`config.mk`:
```
export PLATFORM = sky130hd
export DESIGN_NAME = swap_seq
export DESIGN_NICKNAME = d
export VERILOG_FILES = /design/src/rtl/swap_seq.sv
export SDC_FILE = /design/constraint.sdc
export NUM_CORES = 1
export LEC_CHECK = 0
export BUFFER_PORTS_ARGS = -buffer_cell sky130_fd_sc_hd__buf_2
export CORE_ASPECT_RATIO = 1.25
export CORE_MARGIN = 2
export CORE_UTILIZATION = 53
export CTS_CLUSTER_SIZE = 28
export DETAILED_ROUTE_END_ITERATION = 12
export PLACE_DENSITY = 0.91
export SYNTH_ARGS = -nofsm -noshare
export SYNTH_HDL_FRONTEND = slang
export SYNTH_SLANG_ARGS = --single-unit
```
`constraint.sdc`:
```
create_clock -name clk -period 3.9 [get_ports clk]
set_input_delay 0.195 -clock clk [delete_from_list [all_inputs] [get_ports clk]]
set_output_delay 0.195 -clock clk [all_outputs]
set_load 0.01 [all_outputs]
```
`src/rtl/swap_seq.sv`:
```
// swap_seq: multi-cycle sequencer for the SWAP instruction.
// Latches RS/RT on start, captures both operands from the register file's
// two read ports, then writes RS<-old RT and RT<-old RS on the single
// write port. Writes to R0 are suppressed because R0 is hardwired zero.
module swap_seq #(
  parameter int DATA_W = 32,
  parameter int ADDR_W = 4
) (
  input  logic              clk,
  input  logic              rst,
  input  logic              start,
  input  logic [ADDR_W-1:0] rs_addr,
  input  logic [ADDR_W-1:0] rt_addr,
  output logic [ADDR_W-1:0] rd_a_addr,
  output logic [ADDR_W-1:0] rd_b_addr,
  input  logic [DATA_W-1:0] rd_a_data,
  input  logic [DATA_W-1:0] rd_b_data,
  output logic              rf_wr_en,
  output logic [ADDR_W-1:0] rf_wr_addr,
  output logic [DATA_W-1:0] rf_wr_data,
  output logic              busy,
  output logic              done
);

  typedef enum logic [2:0] {
    IDLE  = 3'd0,
    READ  = 3'd1,
    WR_RS = 3'd2,
    WR_RT = 3'd3,
    DONE  = 3'd4
  } state_t;

  state_t            state_reg, state_next;
  logic [ADDR_W-1:0] rs_lat_reg, rt_lat_reg;
  logic [DATA_W-1:0] tmp_a_reg, tmp_b_reg;

  // State register; reset abandons any swap in progress.
  always_ff @(posedge clk or posedge rst) begin
    if (rst) begin
      state_reg <= IDLE;
    end else begin
      state_reg <= state_next;
    end
  end

  // Address latches (loaded on an accepted start) and operand temporaries
  // (loaded in READ, while the read ports still show the pre-swap values).
  always_ff @(posedge clk or posedge rst) begin
    if (rst) begin
      rs_lat_reg <= '0;
      rt_lat_reg <= '0;
      tmp_a_reg  <= '0;
      tmp_b_reg  <= '0;
    end else begin
      if (state_reg == IDLE && start) begin
        rs_lat_reg <= rs_addr;
        rt_lat_reg <= rt_addr;
      end
      if (state_reg == READ) begin
        tmp_a_reg <= rd_a_data;
        tmp_b_reg <= rd_b_data;
      end
    end
  end

  // Next-state and output decode; outputs depend only on registered state,
  // so busy/done and the write port are glitch-free and read 0 under reset.
  always_comb begin
    state_next = state_reg;
    rf_wr_en   = 1'b0;
    rf_wr_addr = '0;
    rf_wr_data = '0;
    busy       = 1'b0;
    done       = 1'b0;
    case (state_reg)
      IDLE: begin
        if (start) state_next = READ;
      end
      READ: begin
        busy       = 1'b1;
        state_next = WR_RS;
      end
      WR_RS: begin
        busy       = 1'b1;
        rf_wr_addr = rs_lat_reg;
        rf_wr_data = tmp_b_reg;
        rf_wr_en   = |rs_lat_reg;  // R0 is never written
        state_next = WR_RT;
      end
      WR_RT: begin
        busy       = 1'b1;
        rf_wr_addr = rt_lat_reg;
        rf_wr_data = tmp_a_reg;
        rf_wr_en   = |rt_lat_reg;
        state_next = DONE;
      end
      DONE: begin
        done       = 1'b1;
        state_next = IDLE;
      end
      default: begin
        state_next = IDLE;
      end
    endcase
  end

  assign rd_a_addr = rs_lat_reg;
  assign rd_b_addr = rt_lat_reg;

endmodule

```
# Word-level counts from Yosys, hierarchy flattened
# Cells that the tools add are included.
# word_totals
output_inout_bits	47
ff_bits	75
in_bits	75
wordCells	22
# classes
muxes	7
eq_ne	5
reduce_logical	5
# op_table
operator	count
$pmux W32 S2	1
$pmux W3 S4	1
$pmux W4 S2	1
$reduce_or A4 Y1	2
$eq A3 B2 Y1 const B	2
$eq A3 B1 Y1 const B	1
$eq A3 B3 Y1 const B	1
$logic_not A3 Y1	1
$mux W3	1
$reduce_or A3 Y1	1
$mux W1	2
$ne A2 B2 Y1 const B	1
$pmux W1 S2	1
$logic_and A1 B1 Y1	1

# Depth between registers and ports, before layout
# Gate-level depths: netlist of run 1.
# logic_depth
ltp_word	3
mapped_depth	5
mapped_depth_nobuf	2

# Worst setup path before layout of run 1
# No wires, ideal clock.
# synth_path
path_kind	reg-to-reg
startpoint	reg state_reg[2]
endpoint	reg tmp_a_reg[0]
arrival_time_ps	1341
path_stages_with_launch	6
synth_period_minus_slack_ps	1466
path_slack_ps	2434
cell_sequence	dfrtp_1 -> buf_6 -> nor3b_1 -> buf_4 -> buf_6 -> mux2_2
# synth_via
elab_chain_len	1
# synth_lines
element	line_no	text
start: declaration	33	state_t state_reg, state_next;
start signal: assignment	42	state_reg <= state_next;
$eq A3 B1 Y1	59	if (state_reg == READ) begin
end signal: assignment	60	tmp_a_reg <= rd_a_data;
end: declaration	35	logic [DATA_W-1:0] tmp_a_reg, tmp_b_reg;
# No other way between the ends.
# A chain may end at the register's enable or synchronous reset.

# Final worst setup path of run 1
# layout_path
startpoint	reg state_reg[2]
endpoint	out rf_wr_data[8]
# layout_via
elab_chain_len	2
# layout_lines
element	line_no	text
$eq A3 B2 Y1	75	case (state_reg)
$pmux W32 S2 *	75	
end: declaration	20	output logic [DATA_W-1:0] rf_wr_data,
# Mark *: on every way between the ends. The rest lies on a longest branch, timed or not.

==> results of run 1 <==
## final timing paths
kind / end / slack [ps] / depth (start not counted)
setup reg to reg: tmp_b_reg[20] / 1990 / 3
hold reg to reg: tmp_a_reg[2] / 510 / 1
hold / removal: tmp_b_reg[15] / 60 / 2
max in group asynchronous: tmp_b_reg[29] / 2900 / 3
setup / recovery: rf_wr_data[8] / 1430 / 4
min in group clk: tmp_b_reg[8] / 70 / 2
## layout by cell type, fill, tap and decap left out
master      instances
clkbuf_8            9
a22o_1             37
or4_1               2
inv_2               1
xnor2_1             1
and2_1              1
nor4b_4             1
dfrtp_1            75
buf_4               5
nor3_1              1
clkinv_2            2
bufinv_16           3
buf_2             121
clkinvlp_4          1
clkinv_4            1
nor3b_4             1
and3b_1             1
nor3b_2             1
nor2_1              4
mux2_2             72
## power breakdown
part	internal (mW)	switching [mW]
clock	0.423	0.279
combinational	0.898	0.724
sequential	1.19	0.268
## stage by stage
step	total power, mW	instances	util [%]	hold WS [ps]
3_5_place_dp	3.10	406	66.2	431
6_report	3.78	422	70.3	63.0
2_1_floorplan	2.64	215	-	347
5_1_grt	4.01	422	70.3	66.1
3_3_place_gp	3.01	406	66.2	427
4_1_cts	3.82	422	70.3	59.2
## cell type report
type	instances	area, um2	share of cell area (%)
clock buffers	9	124	3.01
flip-flops and latches	75	1880	45.6
well taps	82	103	2.49
clock inverters	7	116	2.83
multi-input cells	122	1250	30.3
inverters	1	3.75	0.0912
repair buffers	126	643	15.6
## routing by layer
metal  GRT usage (%)  share of wire [%]
met5               0                  0
met1            27.2                 42
met3            4.84                7.3
met4            10.8                2.1
met2            34.7                 49
## logic make-up (layout without fill, tap and decap cells)
| family | count (synthesis) | after routing |
|---|---|---|
| xor gates and xnor gates | 1 | 1 |
| and+or+nand+nor | 12 | 12 |
| buffers and inverters | 18 | 143 |
| AOI/OAI and AO/OA | 37 | 37 |
| DFF | 75 | 75 |
| muxes | 72 | 72 |
==> reports/qor.yml, run 1 <==
outcome: "finished clean"
startpoint_type: "register"
worst_pin_slew_ps: 963
crit_type: "reg -> out"
synth.avg_cell_area_um2: 15.2
root_buffer: "clkbuf_8"
cts_tree: "built"
clock_path_buffers: 2
muxShareOfSynthArea_pct: 24.9
ys_seq_area_share_pct: 57.6
synth_seq_cells: 75
grt_pass1_wl_um: 11000
leakage_nw: 1.99
path_delay_family: "simple AND/OR/NAND/NOR gates"
fp.dieH_um: 91.7
cts_buffers: 9
synth-adder-area-share_pct: 0
cts_setup_buffers: 0
cellPowerDensity_nw_per_um2: 918
clk_latency_ps: 340
netlist_instances: 215
rows: 31
finalSetupTns_ps: 0
nFillCells: 394
fin_crit_ps: 2470
critPathBufInv: 2
synth_simple_gate_area_share_pct: 3.07
startpoint: "state_reg[2]"
reg2reg_from: "state_reg[0]"
core_um2: 5860
synth_compound_area_share_pct: 9.94
synthTopCellsByArea: "dfrtp_1 58%, mux2_2 25%, a22o_1 9.9%, buf_6 2.8%, buf_2 1.1%"
dp_slack_ps: 1770
placement.io_buffers: 121
avgViaCountPerCell: 5.34
diodes: 0
path_max_fanout: 21
synth_cell_types: 17
synth_top_cell_by_area: "dfrtp_1"
clk_pin_slew_ps: 80
vias: 2255
crit_chain: "and3b_1 -> buf_4 -> a22o_1 -> buf_2"
vdd_drop_max_mv: 0.462
wl_um: 6970
synth_ff_type: "dfrtp_1"
die_w_um: 74.2
area.growth.synth_to_final_pct: 26.2
syn_nets: 290
synth_top_family_by_area: "multiplexers"
ys_warn_count: 0
cp_slowest_cell: "and3b_1"
grt_pass1_vias: 2301
synth_top_area_share_pct: 57.6
syn-cell-area_um2: 3260
grt_overflow: 0
cp-end-kind: "primary output"
synth-edff-count: 0
antenna_left: 0
max_cap_violations: 0
drive_gt1_share_pct: 64.1
nets: 410
fin_crit_sh_pct: 63.3
hold_viol_final: 0
cts_hold_buf: 0
crit_required_ps: 3700
relSlewSlack_pct: 35.7
ys_async_sr_fraction_pct: 100
cts_resized: 0
yosysMostFrequentCell: "dfrtp_1"
skew_ps: 5.28
drc: 0
grt_usage_pct: 21.7
grt_start_max_net_pins: 51
synthXorXnorAreaFrac_pct: 0.269
drtPass1Iterations: 4
holdCritPathClass: "in -> async"
h-tree-depth: 3
placed_area_um2: 3870
wire_per_inst_um: 16.5
top_level_ports: 122
cpPeakStageDelay_ps: 720
gp_congestion: 0.777
die_area_um2: 6800
fmax_mhz: 405
hpwl_um: 4910
timing.final.ws_setup_ps: 1430
setup_viol: 0
cts.sinks: 75
drt_iter0_markers: 90
antenna_found_initial: 0
drv_slew: 0
start_util_pct: 55.7
finalInstanceArea_um2: 4120
worstPathArrival_ps: 2270
synth_commonest_cells: "75 x dfrtp_1, 72 x mux2_2, 37 x a22o_1"
rsz0062_at_grt: "no"
Note: power is estimated with default switching activity, not from simulation.
==> inputs of run 2 (changes only) <==
Settings changed: CORE_UTILIZATION 53 to 49, PLACE_DENSITY 0.91 to 0.86.
Clock period 3.9 ns to 2.4 ns, I/O delays scaled along.
==> reports/qor.yml, run 2 (same netlist as run 1, synthesis figures left out) <==
max_cap_violations: 0
leakage_nw: 2.08
internal-power_mw: 4.07
r2r_cells: 3
start_util_pct: 50.3
layout_commonest_cell: "buf_2"
p_comb_share_pct: 43.8
rsz0062_at_grt: "no"
diodes: 0
hold-path-endpoint: "tmp_a_reg[27]"
hold_viol_final: 0
wl_um: 7050
cts_resized: 0
worst_pin_slew_ps: 720
outcome: "finished clean"
path_max_fanout: 26
grt_pass1_wl_um: 11300
die_w_um: 77.0
vdd_drop_max_mv: 0.831
pwr-share-clk_pct: 17.7
h-tree-depth: 3
vias: 2330
finalSetupTns_ps: 0
clk_latency_ps: 340
p_switching_mw: 2.03
cts_buffers: 9
reg2reg_from: "state_reg[0]"
r2r_slack_ps: 620
crit_type: "reg -> out"
cts.sinks: 75
drt_iter0_markers: 67
drv_slew: 0
reg2reg_to: "tmp_a_reg[7]"
min_path_cells: 2
drive_gt1_share_pct: 60.5
placement.io_buffers: 121
top_level_ports: 122
die_area_um2: 7330
fp.dieH_um: 95.2
clock_path_buffers: 2
hpwl_um: 4770
relSlewSlack_pct: 52.0
worstPathArrival_ps: 1790
gp_congestion: 0.671
fin_crit_sh_pct: 79.6
holdCritPathClass: "in -> reg"
swShare_pct: 33.2
avgViaCountPerCell: 5.19
rows: 33
area.growth.synth_to_final_pct: 33.0
drtPass1Iterations: 6
skew_ps: 8.34
crit_required_ps: 2280
antenna_left: 0
cellPowerDensity_nw_per_um2: 1410
root_buffer: "clkbuf_8"
cts_setup_buffers: 0
grt_usage_pct: 20.0
p_seq_share_pct: 38.5
cts_tree: "built"
fmax_mhz: 523
cp-end-kind: "primary output"
dp_slack_ps: 635
layout_common_cells: "121 x buf_2, 75 x dfrtp_1, 72 x mux2_2, 37 x a22o_1, 20 x dlygate4sd3_1"
wire_per_inst_um: 15.7
worstHoldStart: "rd_a_data[27]"
clk_pin_slew_ps: 70
final_core_util_pct: 66.9
startpoint_type: "register"
grt_pass1_vias: 2371
nets: 432
antenna_found_initial: 0
grt_overflow: 0
fin_crit_ps: 1910
timing.final.ws_setup_ps: 489
drc: 0
grt_start_max_net_pins: 43
setup_viol: 0
core_um2: 6480
cts_hold_buf: 19
## run 2: worst max-delay path by stage
| stage | startpoint | to |
|---|---|---|
| after CTS | state_reg[2] | rf_wr_data[16] |
| after global placement | state_reg[0] | tmp_a_reg[22] |
| after floorplan | rst | rd_a_addr[0] |
| after detailed placement | state_reg[0] | tmp_b_reg[30] |
| after global routing | state_reg[2] | rf_wr_data[29] |
| final | state_reg[2] | rf_wr_data[29] |
## run 2: cell type report
class                           instances  area, um2
Inverter                                1       3.75
Clock inverter                          4       72.6
Clock buffer                           12        155
Fill cell                             493       2150
Sequential cell                        75       1880
Multi-Input combinational cell        122       1250
Timing Repair Buffer                  148        871
Tap cell                               87        109
## run 2: power groups by stage
stage               Clock, mW  Sequential [mW]  Combinational [mW]
floorplan                   0             2.24                2.06
global placement            0             2.31                2.59
detailed placement          0             2.37                2.67
CTS                      1.11             2.35                2.71
global route             1.15             2.44                2.90
finish                   1.08             2.35                2.67
## run 2: stage by stage
stage / power [mW] / instances / hold WS (ps) / area [um2]
floorplan: 4.30 / 215 / 272 / 3260
global placement: 4.90 / 413 / 269 / 3910
detailed placement: 5.04 / 413 / 278 / 3910
CTS: 6.16 / 448 / 0.597 / 4330
global route: 6.49 / 449 / 0.262 / 4340
finish: 6.10 / 449 / 12.2 / 4340
## run 2: routing by layer
metal	global-route usage, %	wire, um
met4	9.09	92
met2	34.6	3650
met5	0	0
met3	4.83	441
met1	23.6	2870
## run 2: worst max-delay path: stages, from the launching register on
cell	delay, ps
dfrtp_1	500
and3b_1	290
buf_4	310
a22o_1	190
buf_2	150
==> inputs of run 3 (changes only) <==
Settings changed: ABC_AREA set to 1, CORE_UTILIZATION 49 to 45, PLACE_DENSITY 0.86 to 0.82.
Clock period 2.4 ns to 1.7 ns, I/O delays scaled along.
==> reports/qor.yml, run 3 <==
clk_latency_ps: 340
start_util_pct: 46.4
fin_crit_sh_pct: 95.6
cts.sinks: 75
core_um2: 7790
root_buffer: "clkbuf_8"
hpwl_um: 6070
vias: 3833
crit_chain: "nor2_4 -> clkbuf_16 -> nand2_1 -> nand2_1 -> buf_2"
top_level_ports: 122
cellPowerDensity_nw_per_um2: 1760
wire_per_inst_um: 14.5
skew_ps: 6.57
hold_viol_final: 0
ys_warn_count: 0
synth.avg_cell_area_um2: 7.78
r2r_cells: 5
final_core_util_pct: 64.5
grt_pass1_wl_um: 17000
startpoint_type: "register"
cp_slowest_cell: "dfrtp_1"
path_max_fanout: 19
crit_top_cell: "nand2_1"
netlist_instances: 464
synth_commonest_cells: "262 x nand2_1, 75 x dfrtp_1, 64 x nand4_1"
synth_top_cell_by_area: "dfrtp_1"
grt_usage_pct: 24.2
leakage_nw: 2.83
die_area_um2: 8760
cts_tree: "built"
synth_ff_type: "dfrtp_1"
fin_crit_ps: 1630
grt_start_max_net_pins: 76
outcome: "finished clean"
grt_overflow: 0
synth_seq_cells: 75
cts_buffers: 9
grt_pass1_vias: 3671
clock_path_buffers: 2
placement.io_buffers: 121
setup_viol: 0
antenna_left: 0
min_path_cells: 3
area.growth.synth_to_final_pct: 39.2
nets: 700
synth_cell_types: 14
fp.dieH_um: 104
cp.depth: 5
max_cap_violations: 0
worstPathArrival_ps: 1540
avgViaCountPerCell: 5.29
cpPeakStageDelay_ps: 500
diodes: 0
clk_pin_slew_ps: 70
vdd_drop_max_mv: 1.25
path_delay_family: "flip-flops"
layoutNonFillerInstCount: 725
gp_congestion: 0.817
die_w_um: 84.1
synth_top_area_share_pct: 52.0
relSlewSlack_pct: 71.5
layout_commonest_cell: "nand2_1"
drtPass1Iterations: 5
wl_um: 10500
ys_seq_area_share_pct: 52.0
dp.cells: 654
yosysMostFrequentCell: "nand2_1"
drc: 0
syn-cell-area_um2: 3610
crit_required_ps: 1620
holdCritPathClass: "in -> reg"
rows: 36
cp-end-kind: "primary output"
nFillCells: 652
timing.final.ws_setup_ps: 74.9
dp_slack_ps: 274
crit_type: "reg -> out"
h-tree-depth: 3
layout_common_cells: "261 x nand2_1, 120 x buf_2, 73 x dfrtp_1, 64 x nand4_1, 54 x dlygate4sd3_1"
critPathBufInv: 2
antenna_found_initial: 0
rsz0062_at_grt: "yes"
fmax_mhz: 615
drt_iter0_markers: 242
synthTopCellsByArea: "dfrtp_1 52%, nand2_1 27%, nand4_1 11%, buf_2 3.0%, buf_4 1.7%"
drv_slew: 0
worst_pin_slew_ps: 428
syn_nets: 539
drive_gt1_share_pct: 25.1
ys_async_sr_fraction_pct: 100
synth-edff-count: 0
[run 3: changes by cell type after synthesis, moves of 2 or more]
cell	delta
nor2_2	+2
buf_2	+15
nor2_1	+3
nand4_1	+64
a22o_1	-37
buf_6	-3
inv_2	+3
or4_1	-2
nand2_1	+262
inv_1	+2
buf_4	+7
mux2_2	-72
nand3_1	+9
[run 3: final timing paths]
check | startpoint | end | slack (ps)
worst min-delay path | rd_b_data[28] | tmp_b_reg[28] | 10
worst max-delay path | state_reg[2] | rf_wr_data[17] | 70
worst max register to register | state_reg[0] | tmp_a_reg[11] | 240
min in group asynchronous | rst | tmp_a_reg[24] | 390
max in group asynchronous | rst | tmp_a_reg[2] | 1000
worst min register to register | tmp_b_reg[17] | tmp_b_reg[17] | 470
[run 3: timing repair]
action	4_1_cts	5_1_grt
setup buffers	0	0
resized for setup	1	8
cloned	0	1
hold buffers	53	1
hold endpoints to repair	127	1
pin swaps	0	0
setup endpoints to repair	5	27
[run 3: tightest hold or removal path, cell delays in order]
cell and delay [ps]:
buf_2 90, nand4_1 80, nand2_1 70
[run 3: layout make-up]
type                       count  area [um2]  share of cell area [%]
timing repair buffer         187        1310                    26.1
clock inverter                 2        35.0                   0.697
clock buffer                  14         153                    3.04
sequential                    75        1880                    37.4
multi-input combinational    346        1500                    29.9
tap                           95         119                    2.36
inverter                       6        26.3                   0.523
[run 3: kinds of logic (layout without fill, tap and decap cells)]
kind of cell | after synthesis | count (layout) | share of synthesized area [%]
flops | 75 | 75 | 52.0
buf+inv | 43 | 209 | 7.10
simple gates | 346 | 346 | 40.9
[run 3: per-layer routing]
| metal | routed length (um) | up-vias | GRT usage (%) |
|---|---|---|---|
| li1 | - | 1822 | - |
| met5 | 0 | - | 0 |
| met4 | 463 | 0 | 15.1 |
| met2 | 5390 | 140 | 40.3 |
| met3 | 488 | 41 | 3.89 |
| met1 | 4170 | 1830 | 28.9 |
[run 3: through the flow]
step                TNS, ps  instance area (um2)  hold WS (ps)  power [mW]
floorplan                 0                 3620           230        6.08
detailed placement        0                 4240           230        7.25
finish                    0                 5030          10.3        8.85
global route          -43.6                 5030          6.62        9.62
global placement          0                 4240           219        7.07
CTS                       0                 4960         0.511        8.70
[run 3: report_power, final]
part | switching [mW] | leakage [nW] | total [mW] | internal, mW
clock | 0.625 | 0.0947 | 1.34 | 0.720
sequential | 0.554 | 0.925 | 3.23 | 2.68
combinational | 2.70 | 1.81 | 4.27 | 1.57
